--- config.mk ---
export PLATFORM = sky130hd
export DESIGN_NAME = div_ctrl_flat
export DESIGN_NICKNAME = d
export VERILOG_FILES = /design/src/rtl/div_pkg.sv /design/src/rtl/div_if.sv /design/src/rtl/div_iter_cnt.sv /design/src/rtl/div_ctrl.sv /design/src/flat_wrapper.sv
export SDC_FILE = /design/constraint.sdc
export NUM_CORES = 1
export LEC_CHECK = 0
export CORE_MARGIN = 5
export CORE_UTILIZATION = 53
export CTS_BUF_LIST = sky130_fd_sc_hd__clkbuf_2 sky130_fd_sc_hd__clkbuf_4 sky130_fd_sc_hd__clkbuf_8
export DETAILED_ROUTE_END_ITERATION = 10
export PLACE_DENSITY = 0.95
export SLEW_MARGIN = 15
export SYNTH_ARGS = -nofsm -noshare
export SYNTH_HDL_FRONTEND = slang
export SYNTH_SLANG_ARGS = --single-unit
--- constraint.sdc ---
create_clock -name clk -period 4.25 [get_ports clk]
set_input_delay 0.425 -clock clk [delete_from_list [all_inputs] [get_ports clk]]
set_output_delay 0.425 -clock clk [all_outputs]
set_load 0.02 [all_outputs]
--- src/rtl/div_pkg.sv ---
`default_nettype none
// ============================================================================
// Module      : div_pkg
// Description : Shared definitions for the restoring-division controller:
//               state encoding and default operand width.
// Revision    : 1.0 - initial release
// ============================================================================
package div_pkg;

    localparam int DEFAULT_WIDTH = 64;

    localparam logic [2:0] S_IDLE  = 3'd0;
    localparam logic [2:0] S_INIT  = 3'd1;
    localparam logic [2:0] S_SHIFT = 3'd2;
    localparam logic [2:0] S_SUB   = 3'd3;
    localparam logic [2:0] S_DONE  = 3'd4;

    typedef enum logic [2:0] {
        ST_IDLE  = S_IDLE,
        ST_INIT  = S_INIT,
        ST_SHIFT = S_SHIFT,
        ST_SUB   = S_SUB,
        ST_DONE  = S_DONE
    } state_t;

endpackage
`default_nettype wire

--- src/rtl/div_if.sv ---
`default_nettype none
// ============================================================================
// Module      : div_if
// Description : Handshake and datapath-strobe bundle between the division
//               controller and its user/datapath.
// Revision    : 1.0 - initial release
// ============================================================================
interface div_if #(
    parameter int CW = 6
);
    logic          START;
    logic          ABORT;
    logic          NEG;
    logic          DVSR_ZERO;
    logic          INIT;
    logic          SH;
    logic          LDA;
    logic          Q_BIT;
    logic          BUSY;
    logic          DONE;
    logic          ERR;
    logic [CW-1:0] CNT;

    // Requester/datapath side
    modport master (
        output START, ABORT, NEG, DVSR_ZERO,
        input  INIT, SH, LDA, Q_BIT, BUSY, DONE, ERR, CNT
    );

    // Controller side
    modport slave (
        input  START, ABORT, NEG, DVSR_ZERO,
        output INIT, SH, LDA, Q_BIT, BUSY, DONE, ERR, CNT
    );
endinterface
`default_nettype wire

--- src/rtl/div_iter_cnt.sv ---
`default_nettype none
// ============================================================================
// Module      : div_iter_cnt
// Description : Iteration counter for the shift/subtract loop with clear,
//               enable and terminal-count (last iteration) flag.
// Revision    : 1.0 - initial release
// ============================================================================
module div_iter_cnt #(
    parameter int WIDTH = 64,
    parameter int CW    = $clog2(WIDTH)
) (
    input  wire logic          clk,
    input  wire logic          rst,
    input  wire logic          i_clr,
    input  wire logic          i_en,
    output logic      [CW-1:0] o_cnt,
    output logic               o_tc
);
    localparam logic [CW-1:0] c_last = CW'(WIDTH - 1);

    logic [CW-1:0] r_cnt;

    // Count iterations; clear has priority so a restart always begins at 0
    always_ff @(posedge clk or negedge rst) begin
        if (!rst) begin
            r_cnt <= '0;
        end else if (i_clr) begin
            r_cnt <= '0;
        end else if (i_en) begin
            r_cnt <= r_cnt + 1'b1;
        end
    end

    assign o_cnt = r_cnt;
    assign o_tc  = (r_cnt == c_last);

endmodule
`default_nettype wire

--- src/rtl/div_ctrl.sv ---
`default_nettype none
// ============================================================================
// Module      : div_ctrl
// Description : Sequencing FSM for a restoring divider. One START produces an
//               INIT strobe, WIDTH shift/subtract iterations and a DONE pulse.
//               Strobes change on posedge and are consumed by the datapath on
//               negedge, so each is stable for its whole cycle.
// Revision    : 1.0 - initial release
// ============================================================================
module div_ctrl
    import div_pkg::*;
#(
    parameter int WIDTH = DEFAULT_WIDTH,
    parameter int CW    = $clog2(WIDTH)
) (
    input  wire logic clk,
    input  wire logic rst,
    div_if.slave      bus
);
    state_t        r_state;
    state_t        w_next;
    logic          r_init;
    logic          r_sh;
    logic          r_busy;
    logic          r_done;
    logic          r_err;
    logic          w_abort;
    logic          w_start;
    logic          w_tc;
    logic          w_cnt_clr;
    logic          w_cnt_en;
    logic          w_lda;
    logic [CW-1:0] w_cnt;

    // ABORT only acts while a division is actually running
    assign w_abort = bus.ABORT && ((r_state == ST_INIT) ||
                                   (r_state == ST_SHIFT) ||
                                   (r_state == ST_SUB));
    assign w_start = (r_state == ST_IDLE) && bus.START;

    assign w_cnt_clr = w_start || w_abort;
    assign w_cnt_en  = (r_state == ST_SUB) && !w_tc && !w_abort;

    div_iter_cnt #(
        .WIDTH (WIDTH),
        .CW    (CW)
    ) u_iter_cnt (
        .clk   (clk),
        .rst   (rst),
        .i_clr (w_cnt_clr),
        .i_en  (w_cnt_en),
        .o_cnt (w_cnt),
        .o_tc  (w_tc)
    );

    // Next-state selection; abort overrides every other transition
    always_comb begin
        w_next = r_state;
        case (r_state)
            ST_IDLE:  if (bus.START) w_next = ST_INIT;
            ST_INIT:  w_next = bus.DVSR_ZERO ? ST_DONE : ST_SHIFT;
            ST_SHIFT: w_next = ST_SUB;
            ST_SUB:   w_next = w_tc ? ST_DONE : ST_SHIFT;
            ST_DONE:  w_next = ST_IDLE;
            default:  w_next = ST_IDLE;
        endcase
        if (w_abort) begin
            w_next = ST_IDLE;
        end
    end

    // State register with strobes registered from the upcoming state
    always_ff @(posedge clk or negedge rst) begin
        if (!rst) begin
            r_state <= ST_IDLE;
            r_init  <= 1'b0;
            r_sh    <= 1'b0;
            r_busy  <= 1'b0;
            r_done  <= 1'b0;
            r_err   <= 1'b0;
        end else begin
            r_state <= w_next;
            r_init  <= (w_next == ST_INIT);
            r_sh    <= (w_next == ST_SHIFT);
            r_busy  <= (w_next != ST_IDLE);
            r_done  <= (w_next == ST_DONE);
            if (w_start) begin
                r_err <= 1'b0;
            end else if ((r_state == ST_INIT) && bus.DVSR_ZERO && !w_abort) begin
                r_err <= 1'b1;
            end
        end
    end

    // NEG is settled for the whole SUB cycle, so the load decision is decoded live
    assign w_lda = (r_state == ST_SUB) && !bus.NEG;

    assign bus.INIT  = r_init;
    assign bus.SH    = r_sh;
    assign bus.LDA   = w_lda;
    assign bus.Q_BIT = w_lda;
    assign bus.BUSY  = r_busy;
    assign bus.DONE  = r_done;
    assign bus.ERR   = r_err;
    assign bus.CNT   = w_cnt;

endmodule
`default_nettype wire

--- src/flat_wrapper.sv ---
// flat-port wrapper written by rule: the top's interface ports become plain ports
module div_ctrl_flat import div_pkg::*;
#(
    parameter int WIDTH = DEFAULT_WIDTH,
    parameter int CW    = $clog2(WIDTH)
)
  (clk, rst, bus_START, bus_ABORT, bus_NEG, bus_DVSR_ZERO, bus_INIT, bus_SH, bus_LDA, bus_Q_BIT, bus_BUSY, bus_DONE, bus_ERR, bus_CNT);
  div_if #(.CW(CW)) bus_i ();
  input  wire logic clk;
  input  wire logic rst;
  input wire logic [$bits(bus_i.START)-1:0] bus_START;
  input wire logic [$bits(bus_i.ABORT)-1:0] bus_ABORT;
  input wire logic [$bits(bus_i.NEG)-1:0] bus_NEG;
  input wire logic [$bits(bus_i.DVSR_ZERO)-1:0] bus_DVSR_ZERO;
  output wire logic [$bits(bus_i.INIT)-1:0] bus_INIT;
  output wire logic [$bits(bus_i.SH)-1:0] bus_SH;
  output wire logic [$bits(bus_i.LDA)-1:0] bus_LDA;
  output wire logic [$bits(bus_i.Q_BIT)-1:0] bus_Q_BIT;
  output wire logic [$bits(bus_i.BUSY)-1:0] bus_BUSY;
  output wire logic [$bits(bus_i.DONE)-1:0] bus_DONE;
  output wire logic [$bits(bus_i.ERR)-1:0] bus_ERR;
  output wire logic [$bits(bus_i.CNT)-1:0] bus_CNT;
  assign bus_i.START = bus_START;
  assign bus_i.ABORT = bus_ABORT;
  assign bus_i.NEG = bus_NEG;
  assign bus_i.DVSR_ZERO = bus_DVSR_ZERO;
  assign bus_INIT = bus_i.INIT;
  assign bus_SH = bus_i.SH;
  assign bus_LDA = bus_i.LDA;
  assign bus_Q_BIT = bus_i.Q_BIT;
  assign bus_BUSY = bus_i.BUSY;
  assign bus_DONE = bus_i.DONE;
  assign bus_ERR = bus_i.ERR;
  assign bus_CNT = bus_i.CNT;
  div_ctrl #(.WIDTH(WIDTH), .CW(CW)) u_core (.clk(clk), .rst(rst), .bus(bus_i));
endmodule
**Word-level counts from Yosys, hierarchy flattened**

Cells that the tools add are included.
Widths: inputs -> output; s select.

- Output and inout bits: 13
- Input bits: 6
- Register bits: 14

- Equality and inequality tests: 7
- Multiplexer cells: 9
- Add/subtract/negate cells: 1
- Reductions and logical operators: 17

Operators with widths:

| operator | number |
|---|---|
| $mux 3 | 4 |
| $mux 6 | 2 |
| $pmux 3 s4 | 1 |
| $eq 3x2->1 const B | 3 |
| $logic_and 1x1->1 | 7 |
| $add 6x1->6 const B | 1 |
| $eq 3x1->1 const B | 2 |
| $eq 6x6->1 const B | 1 |
| $reduce_bool 2->1 | 2 |
| $eq 3x3->1 const B | 1 |
| $logic_not 1->1 | 3 |
| $logic_not 3->1 | 1 |
| $logic_or 1x1->1 | 3 |
| $reduce_bool 3->1 | 1 |
| $mux 1 | 2 |

**Logic depth before layout (Yosys ltp)**

Gate-level depths: netlist (run 1).

- Depth in word-level cells: 8
- Mapped depth: 4
- Gate-level depth less buffers: 4

**Cells and area by module**

Synthesis (run 1) repeated with hierarchy kept, for this count alone.

- Cell total of the unflattened synthesis: 67
- Area total of the unflattened synthesis: 705.7 sq um

By module, submodules not included:

| module | cells an instance | area an instance (sq um) | seq. area each (sq um) | times used |
|---|---|---|---|---|
| div_ctrl | 39 | 424.2 | 200.2 | 1 |
| div_iter_cnt | 28 | 281.5 | 150.1 | 1 |

**Worst setup path after synthesis (run 1)**

OpenSTA, ideal clock, no wires.

- Path type: register to output
- Start: register u_core.r_state[2]
- End: output port bus_Q_BIT
- Data arrival time: 1.126 ns
- Stages on the path, launching flop included: 4
- Buffers on the path: 1
- Data required time: 3.825 ns
- Slack: 2.699 ns
- Cell sequence: dfrtp_1 > nand3b_4 > nor2_1 > buf_4

- Longest elaborated chain between the ends: 2

RTL lines:

| element | line | source |
|---|---|---|
| start, declared | div_ctrl.sv:20 | `state_t r_state;` |
| start signal, assigned | div_ctrl.sv:82 | `r_state <= w_next;` |
| $eq 3x2->1 | div_ctrl.sv:96 | `assign w_lda = (r_state == ST_SUB) && !bus.NEG;` |
| $logic_and 1x1->1 | div_ctrl.sv:96 |  |
| end, declared | flat_wrapper.sv:18 | `output wire logic [$bits(bus_i.Q_BIT)-1:0] bus_Q_BIT;` |

No other way between the ends.

**Worst setup path in the final report (run 1)**

- Start: register u_core.r_state[1]
- End: output port bus_Q_BIT

Same word-level chain as after synthesis.

==> results.yml, run 1 <==
outcome:
  status: "completed"
clock_network:
  post-cts-setup-buffers: 0
  cts_sinks: 14
  worstSkewPairLatency_ns: 0.27
  clk_path_buf_depth: 2
  cts.htree.levels: 1
  cts_tree: "yes"
  cts-root-buf: "clkbuf_4"
  path_clk_slew_ns: 0.08
  hold_buffers: 0
  numCtsBuffers: 3
  post_cts_resized: 0
detailed_routing:
  ant_nets: 0
  avgViaCountPerCell: 5.97
  wl_per_cell_um: 14.5
  vias: 621
  dr.first_iter.drc_count: 15
  first_pass_iters: 4
  drc: 0
  routed_wl_um: 1510
global_route:
  grt_pass1_wl_um: 2460
  antenna_found_initial: 0
  track_usage: 0.157
  grt-ovfl-total: 0
  grt_max_degree: 15
  grt_pass1_vias: 575
die:
  rows: 13
  dieArea_um2: 2250
  die_w_um: 47.5
  initial_utilization: 0.565
  io_pins: 19
  die_height_um: 47.5
  core_um2: 1320
yosys:
  synth_top_area_share: 0.471
  synth_nets: 79
  avgSynthCellArea_um2: 10.3
  seq_area_frac_synth: 0.471
  syn_inst: 72
  yosysUniqueCellTypes: 30
  synth_xor_area_frac: 0
  synthAdderAreaFrac: 0.0168
  ys_ff_latch: 14
  syn-cell-area_um2: 744
  yosys-top-cells-area: "dfrtp_1 (47%), o211ai_1 (6.1%), a21oi_1 (4.7%)"
  synthArstFlopShare: 1.00
  synth_simple_gate_area_frac: 0.187
  synthFlopType: "dfrtp_1"
  synth_area_leader_cell: "dfrtp_1"
  muxShareOfSynthArea: 0.0403
  yosysMostFrequentCell: "dfrtp_1"
  synth_top_family_by_area: "compound AO/OA/AOI/OAI gates"
  synthTopCellsByCount: "dfrtp_1 (14), a21oi_1 (7), o211ai_1 (6), inv_1 (4), nor2_1 (4)"
  synth_compound_area_frac: 0.224
  synth_warnings: 0
  synth_edf_count: 0
placement:
  gp_congestion: 0.810
  numPortBuffers: 18
  dp_hpwl_um: 1090
setup_path:
  r2r_end: "u_core.u_iter_cnt.o_cnt[1]"
  reg2reg_depth: 3
  start_kind: "flip-flop"
  crit_slowest_cell: "clkdlybuf4s50_1"
  path_cells: "nand3b_4, nor2_1, clkdlybuf4s50_1"
  cp_slowest_stage_delay_ns: 0.62
  end_kind: "output pin"
  crit_fanout: 13
  arrival_ns: 1.77
  r2r_slack_ns: 2.57
  critical_path_required_ns: 3.83
  crit_type: "reg -> out"
  r2r_start: "u_core.r_state[1]"
min_path:
  worstHoldStart: "u_core.bus.ERR"
  hold_path_depth: 2
  hp-class: "reg -> reg"
  hold_end: "u_core.bus.ERR"
sta:
  tightest_slew_ns: 0.603
  fmax_mhz: 456
  rsz0062_at_grt: "false"
  fin_crit_ns: 2.20
  whs_ns: 0.498
  final_hold_viol_count: 0
  setup_viol: 0
  finClkSkew_ns: 0.00156
  setup_tns_ns: 0
  max-slew-margin-rel: 0.597
  drv_slew: 0
  post-route-period-util: 0.517
layout:
  fin_nets: 98
  diodes: 0
  layout-drive-gt1-share: 0.0562
  areaGrowthSynthToFinish_pct: 25.5
  fillers: 98
power:
  power.leakage_nw: 0.398
  powerDensity_nw_per_um2: 342
  irDropWorstVdd_mv: 0.214
run:
  cap_violations: 0
-- sequential cells by signal (all words and copies together), names as in the netlist --
name	cells
u_core.u_iter_cnt.o_cnt	6
u_core.r_state	3
u_core.bus.BUSY	1
u_core.bus.DONE	1
u_core.bus.ERR	1
u_core.bus.INIT	1
u_core.bus.SH	1
-- power by group --
part	leakage (nW)	internal [mW]	switching (mW)
combinational	0.196	0.0392	0.0466
clock	0.0138	0.0328	0.0393
sequential	0.188	0.146	0.0159
total	0.398	0.218	0.102
-- final cells by class --
class                   count  area, µm²  share of cell area
clock buffers               3       22.5              0.0241
flip-flops and latches     14        350               0.375
well taps                  15       18.8              0.0201
repair buffers             18        180               0.193
inverters                   4       15.0              0.0161
multi-input cells          50        348               0.372
-- worst max-delay path, delay by kind of cell, from the launching register on --
| family | cells | cell delay [ns] |
|---|---|---|
| flops | 1 | 0.59 |
| simple gates | 2 | 0.29 |
| buf+inv | 1 | 0.62 |
-- cells in the final DEF, fill, tap and decap left out --
cell / n
o41ai_1: 1
nand2_1: 2
a211oi_1: 3
nand3_1: 2
clkbuf_4: 3
nand3b_1: 1
o21ai_0: 3
o21ai_2: 1
a31oi_1: 1
ha_1: 1
nor2_1: 4
nor2b_1: 1
o21bai_1: 1
and3_1: 1
nand4_1: 1
mux2i_1: 3
a21oi_1: 7
dfrtp_1: 14
or4_1: 1
inv_1: 4
and3b_1: 1
clkdlybuf4s50_1: 18
nand3b_4: 1
and4_1: 1
or4b_1: 1
and2_1: 1
a311oi_1: 2
o211ai_1: 6
nand2b_1: 3
-- cell families (layout without fill, tap and decap cells) --
| logic type | count (synthesis) | after routing |
|---|---|---|
| compound gates | 25 | 25 |
| fa+ha+maj | 1 | 1 |
| buf+inv | 8 | 25 |
| flops | 14 | 14 |
| simple gates | 21 | 21 |
| mux | 3 | 3 |
-- metal layers --
metal	GRT usage	part of all wire
met1	0.197	0.43
met2	0.259	0.50
met3	0.0338	0.060
met4	0.0663	0.011
met5	0	0
-- worst max-delay path by stage --
stage                           start   endpoint  slack [ns]
finish              u_core.r_state[1]  bus_Q_BIT        2.05
global placement              bus_NEG  bus_Q_BIT        2.26
floorplan           u_core.r_state[2]  bus_Q_BIT        2.70
CTS                 u_core.r_state[1]  bus_Q_BIT        2.05
global route        u_core.r_state[1]  bus_Q_BIT        1.95
detailed placement            bus_NEG  bus_Q_BIT        2.25
-- per-stage QoR --
step	setup WS [ns]	utilization	cells	cell area (µm²)	total power, mW
CTS	2.05	0.709	104	935	0.322
global placement	2.26	0.692	101	912	0.247
detailed placement	2.25	0.692	101	912	0.250
global route	1.95	0.709	104	935	0.338
finish	2.05	0.709	104	935	0.320
floorplan	2.70	-	72	744	0.219
No activity file was read; power rests on OpenSTA's default activity.
==> run 2: changes to the inputs <==
--- a/config.mk
+++ b/config.mk
@@ -5,11 +5,12 @@
 export SDC_FILE = /design/constraint.sdc
 export NUM_CORES = 1
 export LEC_CHECK = 0
+export CORE_ASPECT_RATIO = 0.9
 export CORE_MARGIN = 5
-export CORE_UTILIZATION = 53
+export CORE_UTILIZATION = 49
 export CTS_BUF_LIST = sky130_fd_sc_hd__clkbuf_2 sky130_fd_sc_hd__clkbuf_4 sky130_fd_sc_hd__clkbuf_8
 export DETAILED_ROUTE_END_ITERATION = 10
-export PLACE_DENSITY = 0.95
+export PLACE_DENSITY = 0.89
 export SLEW_MARGIN = 15
 export SYNTH_ARGS = -nofsm -noshare
 export SYNTH_HDL_FRONTEND = slang
==> constraint.sdc (replaced) <==
create_clock -name clk -period 2.1 [get_ports clk]
set_input_delay 0.21 -clock clk [delete_from_list [all_inputs] [get_ports clk]]
set_output_delay 0.21 -clock clk [all_outputs]
set_load 0.02 [all_outputs]
==> run 2 against run 1 <==
Against the previous run: critical path depth unchanged; critical endpoint is now bus_LDA; largest power group unchanged; largest cell class unchanged; sequential power increased by 100%; clock-buffer cell count increased by 1.
==> results.yml, run 2 (same netlist as run 1, synthesis figures left out) <==
outcome:
  status: "completed"
clock_network:
  cts_tree: "yes"
  worstSkewPairLatency_ns: 0.30
  cts.htree.levels: 1
  numCtsBuffers: 3
  cts-root-buf: "clkbuf_4"
  path_clk_slew_ns: 0.09
  cts_sinks: 14
  hold_buffers: 0
  clk_path_buf_depth: 2
die:
  io_pins: 19
  core_um2: 1450
  rows: 13
  die_height_um: 47.0
  initial_utilization: 0.514
  die_w_um: 51.1
  dieArea_um2: 2400
detailed_routing:
  dr.first_iter.drc_count: 7
  avgViaCountPerCell: 5.90
  vias: 620
  drc: 0
  ant_nets: 0
  first_pass_iters: 4
  wl_per_cell_um: 15.2
  routed_wl_um: 1600
setup_path:
  cp.depth: 3
  r2r_slack_ns: 0.46
  crit_type: "reg -> out"
  crit_fanout: 11
  r2r_start: "u_core.r_state[0]"
  crit_slowest_cell: "clkdlybuf4s50_1"
  cp_top_family: "buffers and inverters"
  critical_path_required_ns: 1.89
  cp_slowest_stage_delay_ns: 0.62
  r2r_end: "u_core.u_iter_cnt.o_cnt[3]"
  path_cells: "nand3b_4, nor2_1, clkdlybuf4s50_1"
  path_buf_inv: 1
  reg2reg_depth: 3
  end_kind: "output pin"
  arrival_ns: 1.78
  start_kind: "flip-flop"
sta:
  setup_viol: 0
  tightest_slew_ns: 0.618
  fmax_mhz: 502
  drv_slew: 0
  final_hold_viol_count: 0
  setup_tns_ns: 0
  rsz0062_at_grt: "false"
  max-slew-margin-rel: 0.587
  post-route-period-util: 0.948
  fin_crit_ns: 1.99
  finClkSkew_ns: 0.00656
  worst_slack_ns: 0.110
layout:
  layout-drive-gt1-share: 0.0778
  areaGrowthSynthToFinish_pct: 27.6
  stdcell_count: 105
  largest_reg_flops: 6
  fillers: 113
  fin_nets: 98
  diodes: 0
  layout_common_cells: "clkdlybuf4s50_1 (18), dfrtp_1 (13), a21oi_1 (7)"
  layout_commonest_cell: "clkdlybuf4s50_1"
run:
  cap_violations: 0
power:
  irDropWorstVdd_mv: 0.555
  power.leakage_nw: 0.404
  powerDensity_nw_per_um2: 747
placement:
  gp_congestion: 0.801
  dp_hpwl_um: 1190
  place_ws_ns: 0.405
  numPortBuffers: 18
  place_inst: 101
min_path:
  hp-class: "in -> async"
global_route:
  grt_pass1_wl_um: 2560
  grt-ovfl-total: 0
  grt_pass1_vias: 586
  grt_max_degree: 15
  antenna_found_initial: 0
  track_usage: 0.152
[run 2: how the worst max path moves through the flow]
stage	start	to	slack [ns]
6_report	u_core.r_state[0]	bus_LDA	0.11
5_1_grt	u_core.r_state[0]	bus_LDA	0.02
4_1_cts	u_core.r_state[1]	bus_LDA	0.09
3_5_place_dp	bus_START	u_core.u_iter_cnt.o_cnt[3]	0.41
3_3_place_gp	u_core.r_state[1]	bus_LDA	0.45
2_1_floorplan	u_core.u_iter_cnt.o_cnt[0]	u_core.u_iter_cnt.o_cnt[0]	0.57
[run 2: per-stage QoR]
stage	power, mW	util	hold slack [ns]	cell area (µm²)
floorplan	0.444	-	-0.0856	744
global route	0.748	0.656	0.333	950
CTS	0.709	0.655	0.322	948
global placement	0.503	0.630	0.514	912
detailed placement	0.509	0.630	0.499	912
finish	0.709	0.656	0.290	950
[run 2: layer usage]
layer  global-route usage  vias to the layer above  wire (µm)
met1                0.170                      290        701
met4               0.0806                        0         25
met3               0.0571                        3        124
met5                    0                        -          0
li1                     -                      307          -
met2                0.257                       20        743
[run 2: timing repair]
action / 4_1_cts / 5_1_grt
gates resized for setup: 0 / 1
endpoints found under the setup margin: 0 / 1
buffers inserted: 0 / 0
[run 2: power breakdown]
part	switching (mW)	internal, mW
clock	0.0992	0.106
sequential	0.0336	0.296
combinational	0.0955	0.0793
total	0.228	0.481
[run 2: layout make-up]
class / instances / area (µm²) / share of cell area
clock buffers: 4 / 36.3 / 0.0382
inverters: 4 / 15.0 / 0.0158
multi-input cells: 50 / 348 / 0.366
flip-flops and latches: 14 / 352 / 0.370
well taps: 15 / 18.8 / 0.0198
repair buffers: 18 / 180 / 0.190
